[src/rtl/snn_pkg.sv]
// Shared types and helpers for the spiking-network weight sequencer.
package snn_pkg;

    localparam int WEIGHT_W = 4;

    typedef enum logic [2:0] {
        IDLE,
        FETCH,
        L1,
        L2_WAIT,
        CAPTURE,
        DONE
    } state_t;

    function automatic int weight_slice(input int k);
        return k * WEIGHT_W;
    endfunction

endpackage

[src/rtl/snn_weight_regfile.sv]
// NUM_W x 4-bit signed weight register file with synchronous clear.
module snn_weight_regfile
    import snn_pkg::*;
#(
    parameter int NUM_W = 6,
    parameter int IDX_W = 4
) (
    input  logic                      clk,
    input  logic                      clr,
    input  logic                      we,
    input  logic [IDX_W-1:0]          widx,
    input  logic [WEIGHT_W-1:0]       wdata,
    output logic [NUM_W*WEIGHT_W-1:0] weights
);

    always_ff @(posedge clk) begin
        if (clr) begin
            weights <= '0;
        end else if (we) begin
            for (int k = 0; k < NUM_W; k++) begin
                if (widx == IDX_W'(k)) begin
                    weights[weight_slice(k) +: WEIGHT_W] <= wdata;
                end
            end
        end
    end

endmodule

[src/rtl/snn_weight_sequencer.sv]
// Weight fetch and layer sequencing for one inference.
// Optional weight cache enabled by SNN_WEIGHT_CACHE_EN.
module snn_weight_sequencer
    import snn_pkg::*;
#(
    parameter int ADDR_W  = 4,
    parameter int DW      = 8,
    parameter int NUM_W   = 6,
    parameter int L2_LAT  = 2,
    parameter int TIMEOUT = 15
) (
    input  logic                      clk,
    input  logic                      rst,
    input  logic                      start,
    output logic                      w_req,
    output logic [ADDR_W-1:0]         w_addr,
    input  logic                      w_valid,
    input  logic [DW-1:0]             w_data,
    output logic [NUM_W*WEIGHT_W-1:0] weights,
    output logic                      l1_en,
    output logic                      l2_en,
    input  logic [7:0]                prediction_in,
    output logic [7:0]                prediction,
    output logic                      busy,
    output logic                      done,
`ifdef SNN_WEIGHT_CACHE_EN
    input  logic                      wt_invalidate,
`endif
    output logic                      err
);

    localparam int TW = $clog2(TIMEOUT + 1);
    localparam int LW = $clog2(L2_LAT + 1);

    state_t            state;
    state_t            nxt;
    logic [ADDR_W-1:0] idx;
    logic [TW-1:0]     tcnt;
    logic [LW-1:0]     lcnt;
    logic              go;
    logic              wr_en;
    logic              fetch_ok;
    logic              t_out;
    logic              last;
    logic              use_cache;

    assign last = (idx == ADDR_W'(NUM_W - 1));

`ifdef SNN_WEIGHT_CACHE_EN
    logic cache_vld;

    // Invalidate beats a same-cycle start so that start refetches.
    assign use_cache = cache_vld && !wt_invalidate;

    always_ff @(posedge clk) begin
        if (rst || t_out || wt_invalidate) begin
            cache_vld <= 1'b0;
        end else if (fetch_ok) begin
            cache_vld <= 1'b1;
        end
    end
`else
    assign use_cache = 1'b0;
`endif

    always_ff @(posedge clk) begin
        if (rst) begin
            state <= IDLE;
        end else begin
            state <= nxt;
        end
    end

    always_comb begin
        nxt      = state;
        go       = 1'b0;
        wr_en    = 1'b0;
        fetch_ok = 1'b0;
        t_out    = 1'b0;
        unique case (state)
            IDLE: begin
                if (start) begin
                    go  = 1'b1;
                    nxt = use_cache ? L1 : FETCH;
                end
            end
            FETCH: begin
                // A word arriving on the final wait cycle still succeeds.
                if (w_valid) begin
                    wr_en = 1'b1;
                    if (last) begin
                        fetch_ok = 1'b1;
                        nxt      = L1;
                    end
                end else if (tcnt == TW'(TIMEOUT - 1)) begin
                    t_out = 1'b1;
                    nxt   = DONE;
                end
            end
            L1:      nxt = L2_WAIT;
            L2_WAIT: begin
                if (lcnt == LW'(L2_LAT - 1)) begin
                    nxt = CAPTURE;
                end
            end
            CAPTURE: nxt = DONE;
            DONE:    nxt = IDLE;
            default: nxt = IDLE;
        endcase
    end

    always_ff @(posedge clk) begin
        if (rst) begin
            idx        <= '0;
            tcnt       <= '0;
            lcnt       <= '0;
            err        <= 1'b0;
            prediction <= '0;
        end else begin
            if (go) begin
                idx  <= '0;
                tcnt <= '0;
                err  <= 1'b0;
            end
            if (wr_en) begin
                tcnt <= '0;
                if (!last) begin
                    idx <= idx + ADDR_W'(1);
                end
            end else if (t_out) begin
                tcnt <= '0;
                err  <= 1'b1;
            end else if (state == FETCH) begin
                tcnt <= tcnt + TW'(1);
            end
            if (state == L2_WAIT) begin
                lcnt <= (nxt == CAPTURE) ? '0 : lcnt + LW'(1);
            end
            if (state == CAPTURE) begin
                prediction <= prediction_in;
            end
        end
    end

    generate
        if (DW > WEIGHT_W) begin : g_hi
            logic unused_hi;
            assign unused_hi = ^w_data[DW-1:WEIGHT_W];
        end
    endgenerate

    snn_weight_regfile #(
        .NUM_W (NUM_W),
        .IDX_W (ADDR_W)
    ) u_regfile (
        .clk     (clk),
        .clr     (rst),
        .we      (wr_en),
        .widx    (idx),
        .wdata   (w_data[WEIGHT_W-1:0]),
        .weights (weights)
    );

    assign w_req  = (state == FETCH);
    assign w_addr = idx;
    assign l1_en  = (state == L1);
    assign l2_en  = (state == L2_WAIT) && (lcnt == '0);
    assign busy   = (state != IDLE);
    assign done   = (state == DONE);

endmodule

[config.mk]
export PLATFORM = sky130hd
export DESIGN_NAME = snn_weight_sequencer
export DESIGN_NICKNAME = d
export VERILOG_FILES = /design/src/rtl/snn_pkg.sv /design/src/rtl/snn_weight_regfile.sv /design/src/rtl/snn_weight_sequencer.sv
export SDC_FILE = /design/constraint.sdc
export NUM_CORES = 1
export LEC_CHECK = 0
export BUFFER_PORTS_ARGS = -buffer_cell sky130_fd_sc_hd__buf_2
export CAP_MARGIN = 15
export CORE_MARGIN = 1
export CORE_UTILIZATION = 46
export DETAILED_ROUTE_END_ITERATION = 10
export PLACE_DENSITY = 0.76
export SYNTH_ARGS = -nofsm -noshare
export SYNTH_HDL_FRONTEND = slang
export SYNTH_HIERARCHICAL = 1
export SYNTH_SLANG_ARGS = --single-unit
[constraint.sdc]
create_clock -name clk -period 1.6 [get_ports clk]
set_input_delay 0.08 -clock clk [delete_from_list [all_inputs] [get_ports clk]]
set_output_delay 0.08 -clock clk [all_outputs]
set_load 0.01 [all_outputs]
**After elaboration in Yosys (flattened, before gate mapping)**

Cells that the tools add are included.

- Output and inout bits: 42
- Register bits: 46
- Input port bits: 20
- Word-level logic and storage cells: 63

- Mux-type cells: 22
- Add/sub/neg operators: 3
- Reduce and logical (&&, ||, !) cells: 13
- Equality and inequality tests: 13

Operators with widths:

| operator | count |
|---|---|
| two-way mux 4 bit | 5 |
| two-way mux 3 bit | 5 |
| case mux 3 bit (5 select lines) | 1 |
| AND reduction 2 bit | 6 |
| two-way mux 1 bit | 10 |
| equality test 3 bit (second input constant) | 3 |
| adder 4 x 1 -> 4 bit (second input constant) | 2 |
| equality test 4 x 2 -> 1 bit (second input constant) | 2 |
| equality test 4 x 3 -> 1 bit (second input constant) | 2 |
| equality test 3 x 2 -> 1 bit (second input constant) | 2 |
| equality test 4 x 1 -> 1 bit (second input constant) | 1 |
| equality test 4 bit (second input constant) | 1 |
| logical NOT 4 bit | 1 |
| equality test 3 x 1 -> 1 bit (second input constant) | 1 |
| logical NOT 3 bit | 1 |
| nonzero test 3 bit | 1 |
| OR reduction 3 bit | 1 |
| adder 2 x 1 -> 2 bit (second input constant) | 1 |
| equality test 2 x 1 -> 1 bit (second input constant) | 1 |
| logical NOT 2 bit | 1 |
| two-way mux 2 bit | 1 |
| nonzero test 2 bit | 1 |
| logical AND 1 bit | 1 |

**Logic depth before layout (Yosys ltp)**

- Depth in word-level cells: 6
- Gate-level depth with buffers: 6
- Depth with buffers taken out: 6

**By module**

The synthesis kept the hierarchy.

By module, submodules not included:

| module | instances | sequential area each (um2) | area each (um2) | cells an instance |
|---|---|---|---|---|
| snn_weight_sequencer | 1 | 440.4 | 1056.0 | 131 |
| snn_weight_regfile | 1 | 480.5 | 987.2 | 89 |

**Worst setup path before layout**

OpenSTA, ideal clock, no wires.

- Path type: register -> register
- Start: register state[2]
- End: register u_regfile.weights[12]
- Buffers on the path: 2
- Setup slack: 0.037 ns
- Period minus slack after synthesis: 1.563 ns
- Stages on the path, launching flop included: 7
- Setup time: 0.072 ns
- Required time: 1.528 ns
- Arrival: 1.491 ns
- Path through: dfxtp_1 clkbuf_1 and4bb_2 nor3b_4 and3_1 buf_6 mux2i_1

- Word-level cells in the longest chain between the ends: 3

RTL lines:

| element | RTL line | RTL |
|---|---|---|
| from (decl) | snn_weight_sequencer.sv:35 | `state_t state;` |
| from (signal assigned) | snn_weight_sequencer.sv:70 | `state <= nxt;` |
| equality test 3 x 1 -> 1 bit | snn_weight_sequencer.sv:80 | `unique case (state)` |
| two-way mux 1 bit | snn_weight_sequencer.sv:80 |  |
| named net wr_en | snn_weight_sequencer.sv:41 | `logic wr_en;` |
| AND reduction 2 bit (no source line) | -- |  |
| to (signal, indexed assignment) | snn_weight_regfile.sv:22 | `weights[weight_slice(k) +: WEIGHT_W] <= wdata;` |
| to (decl) | snn_weight_regfile.sv:13 | `output logic [NUM_W*WEIGHT_W-1:0] weights` |

The timed path passes the listed nets, and every way through them passes these cells.
A chain may end at the register's enable or synchronous reset.

**Worst setup path after layout**

- Start: register state[2]
- End: register u_regfile.weights[13]

Same word-level chain as after synthesis.

==> flow_metrics.py <==
metrics = {
    "synth": {
        "syn_area_sq_um": 2040,
        "syn_inst": 220,
        "ys_ff_latch": 46,
        "synthesis.nets": 246,
        "ys_warn_count": 6,
        "syn_area_per_cell_sq_um": 9.29,
        "ys_types": 37,
        "yosysSeqAreaShare_pct": 45.1,
    },
    "floorplan": {
        "pin_count": 62,
        "floorplan.initialDensity_pct": 49.3,
        "dieHeight_um": 68.6,
        "fp.dieW_um": 68.6,
        "rows": 23,
        "core_area_sq_um": 4140,
        "die_area_sq_um": 4710,
    },
    "placement": {
        "routabilityCongestion": 0.799,
        "place_ws_ns": 0.158,
        "placed_cells": 327,
        "place_hpwl_mm": 3.06,
        "portBuffers": 57,
    },
    "final_layout": {
        "n_fill_cell": 404,
        "n_antenna_cell": 0,
        "layout_commonest_cell": "buf_2",
        "layout.nets": 310,
        "instances_no_fill": 335,
        "drive_above_1_share_pct": 28.1,
        "area_growth_pct": 22.5,
        "mostFrequentLayoutCells": "buf_2, dfxtp_1, nand2_1, nand2b_1, mux2i_1",
    },
    "critical_path": {
        "crit_slowest_cell": "and4bb_2",
        "crit_path_end_kind": "flip-flop",
        "r2r_cells": 4,
        "crit_arrival_ns": 1.70,
        "crit_buf_inv": 0,
        "rr_startpoint": "state[2]",
        "cp_slowest_stage_delay_ns": 0.36,
        "cp_cell_sequence": "and4bb_2, nor3b_4, and3_1, mux2i_1",
        "r2r_slack_ns": 0.13,
        "r2r-end": "u_regfile/weights[13]",
        "critPathTopFamily": "simple AND/OR/NAND/NOR gates",
        "required_ns": 1.82,
        "critPathLaunchType": "flip-flop",
        "crit_fanout": 5,
        "crit_type": "reg -> reg",
    },
    "global_route": {
        "grt_pass1_vias": 1574,
        "grt_usage_pct": 19.3,
        "grt_pass1_wl_mm": 6.79,
        "antenna_found_initial": 0,
        "overflow": 0,
        "grt_max_degree": 26,
    },
    "pwr": {
        "internal_power_w": 0.00159,
        "p_sw_share_pct": 23.5,
        "p_clk_share_pct": 34.6,
        "pwr-share-comb_pct": 9.2,
        "sequentialPowerShare_pct": 56.2,
        "leakagePower_nw": 1.22,
        "p_sw_w": 0.000489,
        "power_density_nw_per_um2": 832,
        "vdd_drop_max_v": 0.000427,
        "p_total_w": 0.00208,
    },
    "drt": {
        "vias_per_cell": 5.15,
        "drt_first_pass_iters": 4,
        "wirelength_mm": 4.27,
        "drt_iter0_drc": 86,
        "ant_nets": 0,
        "route.detailed.wl_per_inst_um": 12.7,
        "vias": 1726,
        "drc": 0,
    },
    "sta": {
        "slew_headroom_pct": 69.4,
        "setup_violations": 0,
        "tns_ns": 0,
        "fin_skew_ns": 0.00639,
        "slew_viol_final": 0,
        "timing.hold.ws_ns": 0.0186,
        "timing.fmax_ghz": 0.678,
        "hold_viol_final": 0,
        "rsz0062_at_grt": "no",
        "min_period_ns": 1.47,
        "worst_slew_pin_slew_ns": 0.459,
        "period_share_pct": 92.2,
        "fin_ws_ns": 0.125,
    },
    "clocking": {
        "numCtsBuffers": 5,
        "clk_path_buf_depth": 2,
        "postCtsSetupRepairBufs": 0,
        "cts.sinks": 46,
        "clockRootBuffer": "clkbuf_8",
        "cts_tree": "done",
        "htree_levels": 2,
        "clk_latency_ns": 0.29,
        "clk_pin_slew_ns": 0.08,
    },
    "status": {
        "status": "finished, final reports clean",
    },
    "min_path": {
        "hold_path.class": "in -> reg",
        "min_from": "prediction_in[7]",
        "hold_path_depth": 3,
        "whs_endpoint": "prediction[7]",
    },
    "run": {
        "cap_violations": 0,
    },
}
-- through the flow --
step | cell area, sq um | util [%]
after floorplan | 2040 | -
after global placement | 2410 | 58.1
after detailed placement | 2410 | 58.1
after CTS | 2500 | 60.3
after global routing | 2500 | 60.4
final | 2500 | 60.4
-- kinds of logic (layout without fill, tap and decap cells) --
| kind of cell | Yosys count | in the layout | synth area share (%) |
|---|---|---|---|
| AO/OA/AOI/OAI | 31 | 31 | 9.55 |
| adder cells (fa/ha/maj) | 6 | 6 | 3.67 |
| buffers and inverters | 18 | 83 | 4.10 |
| flip-flops | 46 | 46 | 45.1 |
| multiplexers | 24 | 24 | 11.8 |
| AND/OR/NAND/NOR | 95 | 95 | 25.8 |
-- synthesized netlist by cell type --
library cell  instances  share of area (%)
o31ai_1               5                1.8
nand2b_1             28                8.6
buf_2                 1               0.24
nand3b_1              2               0.73
o31a_1                1               0.43
a311oi_1              1               0.43
or3_1                 2               0.61
nand3_1               8                2.0
nand4_1               2               0.61
nand3b_2              1               0.55
ha_1                  6                3.7
and2b_1               1               0.37
a22oi_1               1               0.37
nor2_1                6                1.1
o21ai_0               4               0.98
or3b_4                1               0.55
inv_1                 9                1.7
o211ai_1              1               0.37
nand4b_1              1               0.43
mux2i_1              24                 12
a21boi_0              1               0.37
and2b_2               1               0.43
nand2_1              30                5.5
nor3_1                3               0.73
a21oi_1              13                3.2
buf_6                 2                1.1
nor2b_1               3               0.92
and4bb_2              1               0.61
clkbuf_1              6                1.1
a22o_2                1               0.49
and3_1                2               0.61
a211oi_1              1               0.37
a2111oi_0             1               0.43
and2_1                2               0.61
dfxtp_1              46                 45
a31oi_1               1               0.31
nor3b_4               1               0.92
-- how the worst max path moves through the flow --
| stage | from | to | slack (ns) | cells past startpoint |
|---|---|---|---|---|
| final | state[2] | u_regfile/weights[13] | 0.13 | 4 |
| after global routing | state[1] | l2_en | 0.02 | 5 |
| after CTS | state[1] | l2_en | 0.1 | 5 |
| after detailed placement | state[2] | u_regfile/weights[2] | 0.16 | 5 |
| after global placement | state[2] | u_regfile/weights[12] | 0.18 | 4 |
| after floorplan | state[2] | u_regfile/weights[12] | 0.04 | 6 |
-- state kept, by name (all words and copies together) (netlist names) --
signal	flops
state	3
lcnt	2
tcnt	4
w_addr	4
err	1
prediction	8
u_regfile/weights	24
-- layer usage --
| layer | share of wire, % | up-vias | routed length [um] | global-route usage (%) |
|---|---|---|---|---|
| met5 | 0 | - | 0 | 0 |
| met4 | 1.5 | 0 | 62 | 8.33 |
| met3 | 4.6 | 7 | 198 | 3.62 |
| met2 | 48 | 47 | 2060 | 34.4 |
| met1 | 46 | 796 | 1950 | 22.3 |
| li1 | - | 876 | - | - |
-- timing repair --
action / in CTS / in global routing
hold buffers: 0 / 0
setup endpoints to repair: 0 / 2
resized for setup: 0 / 1
-- area by class of cell --
type,instances,area (sq um),share of cell area (%)
clock buffers,7,86.3,3.45
repair buffers,66,353,14.1
inverters,9,33.8,1.35
clock inverters,1,5.00,0.200
multi-input cells,156,1040,41.6
well taps,50,62.6,2.50
flip-flops and latches,46,921,36.8
-- power groups by stage --
stage / registers, W / clock network (W) / logic, W
2_1_floorplan: 0.00120 / 0 / 0.000110
3_3_place_gp: 0.00120 / 0 / 0.000187
3_5_place_dp: 0.00120 / 0 / 0.000191
4_1_cts: 0.00117 / 0.000736 / 0.000192
5_1_grt: 0.00117 / 0.000787 / 0.000211
6_report: 0.00117 / 0.000722 / 0.000191
-- worst register-to-register path: stages (launching register included) --
cell	delay [ns]
dfxtp_1	0.34
and4bb_2	0.36
nor3b_4	0.20
and3_1	0.31
mux2i_1	0.20
Note: power is estimated with default switching activity, not from simulation.
